[src/rtl/bldc_pkg.sv]
// bldc_pkg: shared FSM encoding and width constants for the encoder sampler
package bldc_pkg;
  typedef enum logic [1:0] {S_IDLE, S_CAPTURE, S_COMMIT, S_CLEAR} state_t;
  localparam int DEF_COUNT_WIDTH = 15;
  localparam int SEL_W = 3;
endpackage

[src/rtl/bldc_encoder_sampler_if.sv]
// bldc_encoder_sampler_if: host snapshot register interface
interface bldc_encoder_sampler_if
  import bldc_pkg::*;
#(
  parameter int COUNT_WIDTH = DEF_COUNT_WIDTH
) ();
  logic                   clear_req;
  logic                   snap_valid;
  logic                   snap_ack;
  logic [SEL_W-1:0]       rd_sel;
  logic [COUNT_WIDTH-1:0] rd_delta;
  logic                   overrun;
  logic                   busy;
  modport master (output clear_req, snap_ack, rd_sel, input snap_valid, rd_delta, overrun, busy);
  modport slave (input clear_req, snap_ack, rd_sel, output snap_valid, rd_delta, overrun, busy);
endinterface

[src/rtl/bldc_sample_timer.sv]
// bldc_sample_timer: free-running period counter, tick on the cycle it wraps
module bldc_sample_timer #(
  parameter int PERIOD = 18000
) (
  input  logic clk,
  input  logic reset,
  output logic tick
);
  localparam int W = $clog2(PERIOD);
  logic [W-1:0] cnt_q, cnt_d;
  // wrap detection and increment
  always_comb begin
    tick = cnt_q == W'(PERIOD - 1);
    cnt_d = tick ? '0 : cnt_q + W'(1);
  end
  // period counter, never stalled
  always_ff @(posedge clk or posedge reset)
    if (reset) cnt_q <= '0;
    else cnt_q <= cnt_d;
endmodule

[src/rtl/bldc_encoder_sampler.sv]
// bldc_encoder_sampler: periodic encoder delta capture with host snapshot handshake
module bldc_encoder_sampler
  import bldc_pkg::*;
#(
  parameter int NUM_CH = 5,
  parameter int COUNT_WIDTH = DEF_COUNT_WIDTH,
  parameter int PERIOD = 18000
) (
  input  logic                          clk,
  input  logic                          reset,
  input  logic [NUM_CH*COUNT_WIDTH-1:0] counts,
  output logic [NUM_CH-1:0]             cnt_reset,
  bldc_encoder_sampler_if.slave         host
);
  localparam logic [SEL_W-1:0] LAST = SEL_W'(NUM_CH - 1);
  typedef logic [COUNT_WIDTH-1:0] cnt_t;
  state_t state_q, state_d;
  logic [SEL_W-1:0] idx_q, idx_d;
  logic tick, tick_pend_q, tick_pend_d, clr_pend_q, clr_pend_d;
  logic snap_valid_q, snap_valid_d, overrun_q, overrun_d;
  cnt_t prev_q [NUM_CH];
  cnt_t prev_d [NUM_CH];
  cnt_t work_q [NUM_CH];
  cnt_t work_d [NUM_CH];
  cnt_t snap_q [NUM_CH];
  cnt_t snap_d [NUM_CH];

  bldc_sample_timer #(.PERIOD(PERIOD)) u_timer (.clk(clk), .reset(reset), .tick(tick));

  // state and register banks; reset discards any partial capture
  always_ff @(posedge clk or posedge reset)
    if (reset) begin
      state_q <= S_IDLE;
      idx_q <= '0;
      tick_pend_q <= 1'b0;
      clr_pend_q <= 1'b0;
      snap_valid_q <= 1'b0;
      overrun_q <= 1'b0;
      prev_q <= '{default: '0};
      work_q <= '{default: '0};
      snap_q <= '{default: '0};
    end else begin
      state_q <= state_d;
      idx_q <= idx_d;
      tick_pend_q <= tick_pend_d;
      clr_pend_q <= clr_pend_d;
      snap_valid_q <= snap_valid_d;
      overrun_q <= overrun_d;
      prev_q <= prev_d;
      work_q <= work_d;
      snap_q <= snap_d;
    end

  // sequencer: requests latch as pending, clear is deferred until a capture finishes
  always_comb begin
    state_d = state_q;
    idx_d = idx_q;
    tick_pend_d = tick_pend_q | tick;
    clr_pend_d = clr_pend_q | host.clear_req;
    snap_valid_d = snap_valid_q & ~host.snap_ack;
    overrun_d = overrun_q & ~host.snap_ack;
    prev_d = prev_q;
    work_d = work_q;
    snap_d = snap_q;
    case (state_q)
      S_IDLE:
        if (clr_pend_q || host.clear_req) state_d = S_CLEAR;
        else if (tick || tick_pend_q) begin
          state_d = S_CAPTURE;
          idx_d = '0;
          tick_pend_d = 1'b0;
        end
      S_CAPTURE: begin
        for (int i = 0; i < NUM_CH; i++)
          if (idx_q == SEL_W'(i)) begin
            work_d[i] = counts[i*COUNT_WIDTH +: COUNT_WIDTH] - prev_q[i];
            prev_d[i] = counts[i*COUNT_WIDTH +: COUNT_WIDTH];
          end
        idx_d = idx_q + SEL_W'(1);
        state_d = idx_q == LAST ? S_COMMIT : S_CAPTURE;
      end
      S_COMMIT: begin
        snap_d = work_q;
        overrun_d = (overrun_q | snap_valid_q) & ~host.snap_ack;
        snap_valid_d = 1'b1;
        state_d = S_IDLE;
      end
      S_CLEAR: begin
        prev_d = '{default: '0};
        clr_pend_d = host.clear_req;
        state_d = S_IDLE;
      end
    endcase
  end

  // snapshot read mux; out-of-range selects read zero
  always_comb begin
    host.rd_delta = '0;
    for (int i = 0; i < NUM_CH; i++)
      if (host.rd_sel == SEL_W'(i)) host.rd_delta = snap_q[i];
  end

  assign cnt_reset = {NUM_CH{state_q == S_CLEAR}};
  assign host.snap_valid = snap_valid_q;
  assign host.overrun = overrun_q;
  assign host.busy = state_q != S_IDLE;
endmodule

[src/flat_wrapper.sv]
// flat-port wrapper written by rule: the top's interface ports become plain ports
module bldc_encoder_sampler_flat import bldc_pkg::*;
#(
  parameter int NUM_CH = 5,
  parameter int COUNT_WIDTH = DEF_COUNT_WIDTH,
  parameter int PERIOD = 18000
)
  (clk, reset, counts, cnt_reset, host_clear_req, host_snap_ack, host_rd_sel, host_snap_valid, host_rd_delta, host_overrun, host_busy);
  bldc_encoder_sampler_if #(.COUNT_WIDTH(COUNT_WIDTH)) host_i ();
  input  logic clk;
  input  logic reset;
  input  logic [NUM_CH*COUNT_WIDTH-1:0] counts;
  output logic [NUM_CH-1:0] cnt_reset;
  input wire logic [$bits(host_i.clear_req)-1:0] host_clear_req;
  input wire logic [$bits(host_i.snap_ack)-1:0] host_snap_ack;
  input wire logic [$bits(host_i.rd_sel)-1:0] host_rd_sel;
  output wire logic [$bits(host_i.snap_valid)-1:0] host_snap_valid;
  output wire logic [$bits(host_i.rd_delta)-1:0] host_rd_delta;
  output wire logic [$bits(host_i.overrun)-1:0] host_overrun;
  output wire logic [$bits(host_i.busy)-1:0] host_busy;
  assign host_i.clear_req = host_clear_req;
  assign host_i.snap_ack = host_snap_ack;
  assign host_i.rd_sel = host_rd_sel;
  assign host_snap_valid = host_i.snap_valid;
  assign host_rd_delta = host_i.rd_delta;
  assign host_overrun = host_i.overrun;
  assign host_busy = host_i.busy;
  bldc_encoder_sampler #(.NUM_CH(NUM_CH), .COUNT_WIDTH(COUNT_WIDTH), .PERIOD(PERIOD)) u_core (.clk(clk), .reset(reset), .counts(counts), .cnt_reset(cnt_reset), .host(host_i));
endmodule
[config.mk]
export PLATFORM = sky130hd
export DESIGN_NAME = bldc_encoder_sampler_flat
export DESIGN_NICKNAME = d
export VERILOG_FILES = /design/src/rtl/bldc_pkg.sv /design/src/rtl/bldc_encoder_sampler_if.sv /design/src/rtl/bldc_sample_timer.sv /design/src/rtl/bldc_encoder_sampler.sv /design/src/flat_wrapper.sv
export SDC_FILE = /design/constraint.sdc
export NUM_CORES = 1
export LEC_CHECK = 0
export CORE_MARGIN = 4
export CORE_UTILIZATION = 55
export CTS_BUF_LIST = sky130_fd_sc_hd__clkbuf_2 sky130_fd_sc_hd__clkbuf_4 sky130_fd_sc_hd__clkbuf_8
export DETAILED_ROUTE_END_ITERATION = 8
export PLACE_DENSITY = 0.79
export SLEW_MARGIN = 20
export SYNTH_ARGS = -nofsm -noshare
export SYNTH_HDL_FRONTEND = slang
export SYNTH_HIERARCHICAL = 1
export SYNTH_SLANG_ARGS = --single-unit
[constraint.sdc]
create_clock -name clk -period 6.68 [get_ports clk]
set_clock_uncertainty 0.1 [all_clocks]
set_input_delay 0.668 -clock clk [delete_from_list [all_inputs] [get_ports clk]]
set_output_delay 0.668 -clock clk [all_outputs]
set_load 0.05 [all_outputs]
# --- After elaboration in Yosys (flattened, before gate mapping) ---
# Index checks and enable logic that the tools add are counted.
word_totals:
  reg_bits: 249
  inputBits: 82
  output_inout_bits: 23
  elab_cells: 101
op_classes:
  n_addsub: 7
  eq_ne: 20
  n_mux: 25
  bitwise: 7
  n_reduce_logical: 20
op_table:
  columns: ["operator", "n"]
  rows:
  - ["two-way mux 15 bit", 11]
  - ["one-hot mux 75 bit (2 select lines)", 1]
  - ["subtractor 15 bit", 5]
  - ["AND reduction 2 bit", 10]
  - ["adder 15 x 1 -> 15 bit, second input constant", 1]
  - ["equality test 15 bit, second input constant", 1]
  - ["equality test 3 x 2 -> 1 bit, second input constant", 4]
  - ["inequality test 2 x 1 -> 1 bit, second input constant", 6]
  - ["equality test 3 x 1 -> 1 bit, second input constant", 2]
  - ["equality test 3 bit, second input constant", 2]
  - ["logical NOT 3 bit", 2]
  - ["two-way mux 1 bit", 6]
  - ["two-way mux 2 bit", 3]
  - ["two-way mux 3 bit", 2]
  - ["one-hot mux 2 bit (3 select lines)", 1]
  - ["one-hot mux 3 bit (2 select lines)", 1]
  - ["nonzero test 2 bit", 3]
  - ["equality test 2 bit, second input constant", 2]
  - ["adder 3 x 1 -> 3 bit, second input constant", 1]
  - ["bitwise AND 1 bit", 3]
  - ["inequality test 3 x 1 -> 1 bit, second input constant", 1]
  - ["OR 1 bit", 3]
  - ["AND reduction 3 bit", 1]
  - ["equality test 2 x 1 -> 1 bit, second input constant", 1]
  - ["other kinds (5)", 6]

# --- Longest topological paths before layout ---
# Gate-level depths: netlist of the first run.
logic_depth:
  ltp_word: 6
  ltp_mapped: 10

# --- By module ---
# Netlist of the first run, hierarchy kept.
by_module_without_submodules:
  columns: ["mod", "instances", "cells_each", "area_per_inst_um2", "seq_area_each_um2"]
  rows:
  - ["bldc_encoder_sampler", 1, 1287, 12769.7, 5855.6]
  - ["bldc_sample_timer", 1, 64, 698.2, 375.4]

# --- Worst setup path before layout of the first run ---
# OpenSTA, ideal clock, no wires.
synth_path:
  path_kind: "input-to-output"
  from: "input host_rd_sel[1]"
  to: "output host_rd_delta[14]"
  t_arrival_ps: 2337
  required_time_ps: 5912
  setup_slack_ps: 3575
  stages: 5
  path_cell_list: "clkbuf_1 > nor2b_1 > clkbuf_1 > a22oi_1 > o22ai_1"
synth_between:
  elab_chain_len: 6
  elab_cells_between_ends: 10
synth_lines:
  columns: ["item", "line_no", "rtl"]
  rows:
  - ["start: declaration", "flat_wrapper.sv:16", "input wire logic [$bits(host_i.rd_sel)-1:0] host_rd_sel;"]
  - ["logical NOT 3 bit", "bldc_encoder_sampler.sv:100", "if (host.rd_sel == SEL_W'(i)) host.rd_delta = snap_q[i];"]
  - ["two-way mux 15 bit (4 in a row)", "bldc_encoder_sampler.sv:100", null]
  - ["two-way mux 15 bit *", "bldc_encoder_sampler.sv:100", null]
  - ["end: declaration", "flat_wrapper.sv:18", "output wire logic [$bits(host_i.rd_delta)-1:0] host_rd_delta;"]
# Mark *: on every way between the ends. The rest lies on a longest branch, timed or not.

# --- Final worst setup path of the first run ---
layout_path:
  from: "input host_rd_sel[1]"
  to: "output host_rd_delta[2]"
# Same word-level chain as after synthesis.

==> run_results.csv, run 1 <==
group,metric,value,unit
route,vias,10200,
final_layout,nets,1599,
setup_path,reg2reg_depth,6,
yosys,synth_area,13500,um^2
global_routing,grt-ovfl-total,0,
pwr,pwr_density_cell,464,nW/um^2
sta,tns,0,ns
setup_path,setup.worst_path.end_class,"output port",
yosys,async_reset_ff_share,100,%
clocking,cts.clk_slew.worst_paths,0.05,ns
global_routing,grt_antenna_before_repair,0,
placed_design,dp_slack,2.33,ns
pwr,power_frac_clock,20.0,%
pwr,switching_share,39.6,%
pwr,p_sw,2850,uW
placed_design,gp_congestion,0.884,
setup_path,worstPathCellList,"clkdlybuf4s50_1 -> nor2b_1 -> a22oi_1 -> o22ai_1 -> clkdlybuf4s50_1",
worst_hold_path,min_to,"u_core/work_q[18]",
final_layout,n_fill_cell,1909,
setup_path,r2r-end,"u_core/work_q[24]",
final_layout,design_area,15600,um^2
setup_path,critPathMaxFanout,19,
global_routing,grtUsageMet3,4.22,%
clocking,htreeDepth,2,
clocking,cts_tree,"yes",
global_routing,globalRouteMet2Util,39.2,%
setup_path,cp.arrival,3.61,ns
yosys,ys_warn_count,6,
setup_path,crit_type,"in -> out",
worst_hold_path,whs_path_depth,2,
global_routing,grt_pass1_vias,10300,
global_routing,grt_pass1_wl,50.9,mm
global_routing,grt_max_degree,81,
setup_path,cp_slowest_cell,"clkdlybuf4s50_1",
floorplan,num_rows,57,
sta,relSlewSlack,30.1,%
worst_hold_path,min_from,"u_core/work_q[18]",
pwr,seqPwrFrac,36.6,%
route,drt_iter0_markers,563,
final_layout,final_common_cell,"dfrtp_1",
yosys,ys_ff_latch,249,
yosys,synth_cell_types,74,
final_layout,diodes,0,
clocking,cts_buffers,44,
floorplan,die_x,164,um
clocking,cts.path.max_buffers,3,
sta,finalCritPeriodShare,65.6,%
placed_design,port-buffer-count,104,
global_routing,use_met1,30.9,%
clocking,cts.sinks,249,
placed_design,place_area,14700,um^2
yosys,synth_nets,1514,
final_layout,final_cell_mix,"dfrtp_1, nand2_1, clkdlybuf4s50_1",
sta,layout_setup_ws,2.30,ns
yosys,synth_ff_type,"dfrtp_1",
floorplan,start_util,55.7,%
route,vias_per_cell,5.73,
pwr,intPower,4360,uW
global_routing,grt_use_total,23.3,%
sta,report.final.setup_viol,0,
setup_path,r2r-start,"u_core/state_q[0]",
job,cap_violations,0,
pwr,vdd_ir_drop_max,234,uV
floorplan,die_area,27100,um^2
final_layout,final_layout_size_suffix_gt1_share,12.5,%
yosys,syn_area_per_cell,9.97,um^2
yosys,synth_cells,1351,
pwr,combPwrFrac,43.4,%
sta,final_max_slew_viol_count,0,
final_layout,syn_to_final_growth,15.5,%
route,post_drt_wl_per_cell,17.4,um
worst_hold_path,worstHoldPathType,"reg -> reg",
clocking,postCtsHoldBufs,0,
setup_path,crit_top_cell,"clkdlybuf4s50_1",
clocking,cts-root-buf,"clkbuf_8",
setup_path,cp-start-kind,"primary input",
route,first_pass_iters,5,
yosys,yosysSeqAreaShare,46.3,%
clocking,postCtsSetupRepairBufs,0,
placed_design,hpwlAfterDp,22.1,mm
pwr,p_leak,0.00695,uW
sta,rsz0062_at_grt,"no",
route,antenna_left,0,
sta,finalHoldViolCount,0,
setup_path,cp.required,5.91,ns
setup_path,slowest_delay,0.94,ns
yosys,synth-edff-count,0,
route,wl,31.1,mm
floorplan,io_pins,105,
clocking,cts_resized,0,
run_status,status,"finished, final reports clean",
route,drc_errors,0,
sta,period_needed,4.38,ns
sta,fmax,228,MHz
global_routing,grt_busiest_layer,"met2",
clocking,worstSkewPairLatency,0.56,ns
sta,worstMarginPinSlew,1.05,ns
setup_path,r2r_slack,4.15,ns
floorplan,core,24200,um^2
floorplan,die_h,164,um
[metrics by stage]
stage	hold WS (ns)	util, %	cells	total power (uW)
2_1_floorplan	0.333	-	1351	4900
3_3_place_gp	0.353	60.7	1714	5620
3_5_place_dp	0.364	60.7	1714	5750
4_1_cts	0.376	64.3	1784	7250
5_1_grt	0.391	64.4	1784	7770
6_report	0.370	64.4	1784	7210
[worst max-delay path by stage]
stage,start,end,slack (ns),cells after the start
global placement,host_rd_sel[1],host_rd_delta[2],2.37,5
finish,host_rd_sel[1],host_rd_delta[2],2.30,5
CTS,host_rd_sel[1],host_rd_delta[2],2.32,5
floorplan,reset,u_core/clr_pend_q,2.85,1
detailed placement,host_rd_sel[1],host_rd_delta[2],2.33,5
global route,host_rd_sel[1],host_rd_delta[0],2.18,5
[registers in the layout (all words and copies together) (netlist names)]
register                count
u_core/host.snap_valid      1
u_core/clr_pend_q           1
u_core/work_q              75
u_core/u_timer/cnt_q       15
u_core/state_q              2
u_core/prev_q              75
u_core/host.overrun         1
u_core/snap_q              75
u_core/tick_pend_q          1
u_core/idx_q                3
[worst max-delay path: cells and delay by family]
kind                   cells  cell delay [ns]
AOI/OAI and AO/OA          2             0.47
buffers and inverters      2             1.81
and+or+nand+nor            1             0.66
[Yosys cell counts, types with 7 or more instances]
library cell,count,area share [%]
a211oi_1,9,0.50
a21o_1,25,1.4
a21oi_1,63,2.3
a22o_1,13,0.85
a22oi_1,11,0.61
a31oi_1,10,0.46
and3_1,12,0.56
buf_2,24,0.89
clkbuf_1,42,1.2
dfrtp_1,249,46
ha_1,76,7.1
inv_1,95,2.6
mux2_2,77,6.4
mux2i_1,11,0.82
nand2_1,162,4.5
nand2b_1,11,0.51
nand3_1,36,1.3
nand4_1,7,0.33
nor2_1,61,1.7
nor2b_1,18,0.84
o21a_1,13,0.72
o21ai_0,97,3.6
o22ai_1,13,0.60
o31ai_1,58,3.2
xnor2_1,33,2.1
xor2_1,27,1.8
[routing by layer]
metal / up-vias / part of all wire, % / routed length, um
li1: 4919 / - / -
met1: 4999 / 44 / 13700
met2: 257 / 48 / 15000
met3: 51 / 5.4 / 1680
met4: 0 / 2.1 / 659
met5: - / 0 / 0
[cell families (layout without fill, tap and decap cells)]
logic type               count (synthesis)  in the layout  share of synthesized area, %
XOR/XNOR                                60             60                          3.90
adder cells (fa/ha/maj)                 81             81                          7.80
flip-flops                             249            249                          46.3
AO/OA/AOI/OAI                          358            358                          17.3
buffers and inverters                  168            277                          5.02
AND/OR/NAND/NOR                        343            343                          11.8
multiplexers                            92             92                          7.92
[power by group through the flow]
stage / registers (uW) / logic [uW] / clock network [uW]
2_1_floorplan: 2450 / 2450 / 0
3_3_place_gp: 2630 / 3000 / 0
3_5_place_dp: 2650 / 3100 / 0
4_1_cts: 2640 / 3130 / 1480
5_1_grt: 2710 / 3510 / 1550
6_report: 2640 / 3130 / 1440
[area by class of cell]
cell class | count | area, um^2 | area share [%]
timing repair buffer | 112 | 1100 | 7.10
clock inverter | 13 | 126 | 0.812
tap | 324 | 405 | 2.61
inverter | 95 | 360 | 2.32
clock buffer | 57 | 759 | 4.88
multi-input combinational | 934 | 6570 | 42.2
sequential | 249 | 6230 | 40.0
No activity file was read; power rests on OpenSTA's default activity.
==> run 2: changes to the inputs <==
==> constraint.sdc (replaced) <==
create_clock -name clk -period 3.85 [get_ports clk]
set_clock_uncertainty 0.1 [all_clocks]
set_input_delay 0.385 -clock clk [delete_from_list [all_inputs] [get_ports clk]]
set_output_delay 0.385 -clock clk [all_outputs]
set_load 0.05 [all_outputs]
==> run_results.csv, run 2 (synthesized netlist as in run 1, its figures left out) <==
group,metric,value,unit
sta,fmax,334,MHz
global_routing,grt_max_degree,53,
route,wl,30.8,mm
sta,rsz0062_at_grt,"no",
final_layout,final_common_cell,"dfrtp_1",
pwr,vdd_ir_drop_max,479,uV
global_routing,grt_pass1_vias,10200,
clocking,htreeDepth,2,
pwr,pwr_density_cell,798,nW/um^2
floorplan,die_x,164,um
floorplan,die_area,27100,um^2
route,vias,10300,
clocking,cts_tree,"yes",
floorplan,num_rows,57,
setup_path,r2r-start,"u_core/prev_q[45]",
final_layout,nets,1611,
placed_design,gp_congestion,0.868,
floorplan,start_util,55.7,%
final_layout,diodes,0,
clocking,postCtsHoldBufs,0,
setup_path,cp-start-kind,"primary input",
setup_path,reg2reg_depth,9,
pwr,p_sw,4940,uW
final_layout,final_layout_size_suffix_gt1_share,14.5,%
clocking,cts.clk_slew.worst_paths,0.07,ns
setup_path,setup.worst_path.end_class,"output port",
final_layout,n_fill_cell,1880,
final_layout,reg_top3,"u_core/prev_q: 75 flops, u_core/snap_q: 75 flops, u_core/work_q: 75 flops",
route,first_pass_iters,5,
placed_design,placed_cells,1726,
pwr,seqPwrFrac,36.2,%
route,dr_wl_met3,1.51,mm
floorplan,io_pins,105,
global_routing,grt_use_total,23.1,%
placed_design,hpwlAfterDp,22.6,mm
run_status,status,"finished, final reports clean",
route,vias_per_cell,5.70,
route,post_drt_wl_per_cell,17.1,um
floorplan,die_h,164,um
setup_path,critPathMaxFanout,14,
clocking,cts-root-buf,"clkbuf_8",
route,antenna_left,0,
placed_design,dp_slack,0.838,ns
setup_path,r2r-end,"u_core/work_q[57]",
clocking,postCtsSetupRepairBufs,0,
setup_path,crit_start,"host_rd_sel[0]",
worst_hold_path,worstHoldPathType,"in -> async",
clocking,cts.sinks,249,
floorplan,core,24200,um^2
setup_path,cp.required,3.37,ns
setup_path,cp.arrival,2.51,ns
global_routing,grt_antenna_before_repair,0,
route,highest_layer,"met4",
sta,finalHoldViolCount,0,
final_layout,final_cell_mix,"dfrtp_1, nand2_1, o21ai_0",
clocking,worstSkewPairLatency,0.55,ns
sta,period_needed,2.99,ns
sta,finalCritPeriodShare,77.8,%
sta,worstMarginPinSlew,1.03,ns
global_routing,grt-ovfl-total,0,
route,drc_errors,0,
placed_design,port-buffer-count,104,
clocking,cts.path.max_buffers,3,
sta,layout_setup_ws,0.855,ns
pwr,intPower,7670,uW
sta,tns,0,ns
route,drt_iter0_markers,707,
pwr,p_leak,0.00708,uW
pwr,combPwrFrac,44.1,%
job,cap_violations,0,
route,wl_met2,15.0,mm
sta,relSlewSlack,31.4,%
sta,fin_hold_ws,0.205,ns
final_layout,final_cells,1802,
final_layout,fin_util,65.3,%
sta,report.final.setup_viol,0,
clocking,cts_buffers,44,
pwr,switching_share,39.2,%
pwr,power_frac_clock,19.6,%
clocking,cts_resized,0,
setup_path,r2r_slack,1.36,ns
setup_path,crit_type,"in -> out",
global_routing,grt_pass1_wl,50.7,mm
sta,final_max_slew_viol_count,0,
route,wl_met1,13.8,mm
setup_path,crit_path_end,"host_rd_delta[1]",
final_layout,syn_to_final_growth,17.3,%
run 2: cell count changes in the layout (fill, tap and decap cells not counted), sizes merged:
cell,change
buf,+27
clkdlybuf4s50,-15
clkbuf,+12
clkinv,-4
clkinvlp,+3
inv,-3
bufinv,-2
run 2: worst min-delay path by stage:
stage | slack [ns] | startpoint | end
3_5_place_dp | 0.36 | u_core/work_q[66] | u_core/work_q[66]
3_3_place_gp | 0.36 | u_core/work_q[36] | u_core/work_q[36]
2_1_floorplan | 0.19 | reset | u_core/u_timer/cnt_q[0]
5_1_grt | 0.23 | reset | u_core/u_timer/cnt_q[6]
4_1_cts | 0.21 | reset | u_core/u_timer/cnt_q[6]
6_report | 0.20 | reset | u_core/u_timer/cnt_q[6]
run 2: area by class of cell:
type / instances / area [um^2] / area share [%]
Multi-Input combinational cell: 934 / 6570 / 41.6
Sequential cell: 249 / 6230 / 39.4
Clock inverter: 7 / 42.5 / 0.269
Timing Repair Buffer: 124 / 1330 / 8.41
Clock buffer: 69 / 862 / 5.46
Tap cell: 324 / 405 / 2.57
Inverter: 95 / 360 / 2.28
run 2: routing by layer:
layer | GRT usage, % | vias to the layer above
met1 | 31.8 | 5010
met5 | 0 | -
met2 | 38.4 | 240
met4 | 6.54 | 0
li1 | - | 4968
met3 | 3.52 | 58
run 2: per-stage QoR:
step | power [uW] | cell area (um^2)
floorplan | 8500 | 13500
global placement | 9890 | 14900
detailed placement | 10100 | 14900
CTS | 12700 | 15800
global route | 13500 | 15800
finish | 12600 | 15800
run 2: power groups by stage:
| stage | registers (uW) | logic (uW) | clock network [uW] |
|---|---|---|---|
| after global placement | 4560 | 5330 | 0 |
| after detailed placement | 4590 | 5520 | 0 |
| final | 4570 | 5570 | 2480 |
| after CTS | 4560 | 5560 | 2540 |
| after global routing | 4670 | 6200 | 2670 |
| after floorplan | 4250 | 4250 | 0 |
run 2: worst max-delay path, cell delays in order:
cell and delay [ns]:
clkdlybuf4s50_1 0.97, and2_1 0.45, a21oi_1 0.13, o22ai_1 0.36
buf_12 0.19
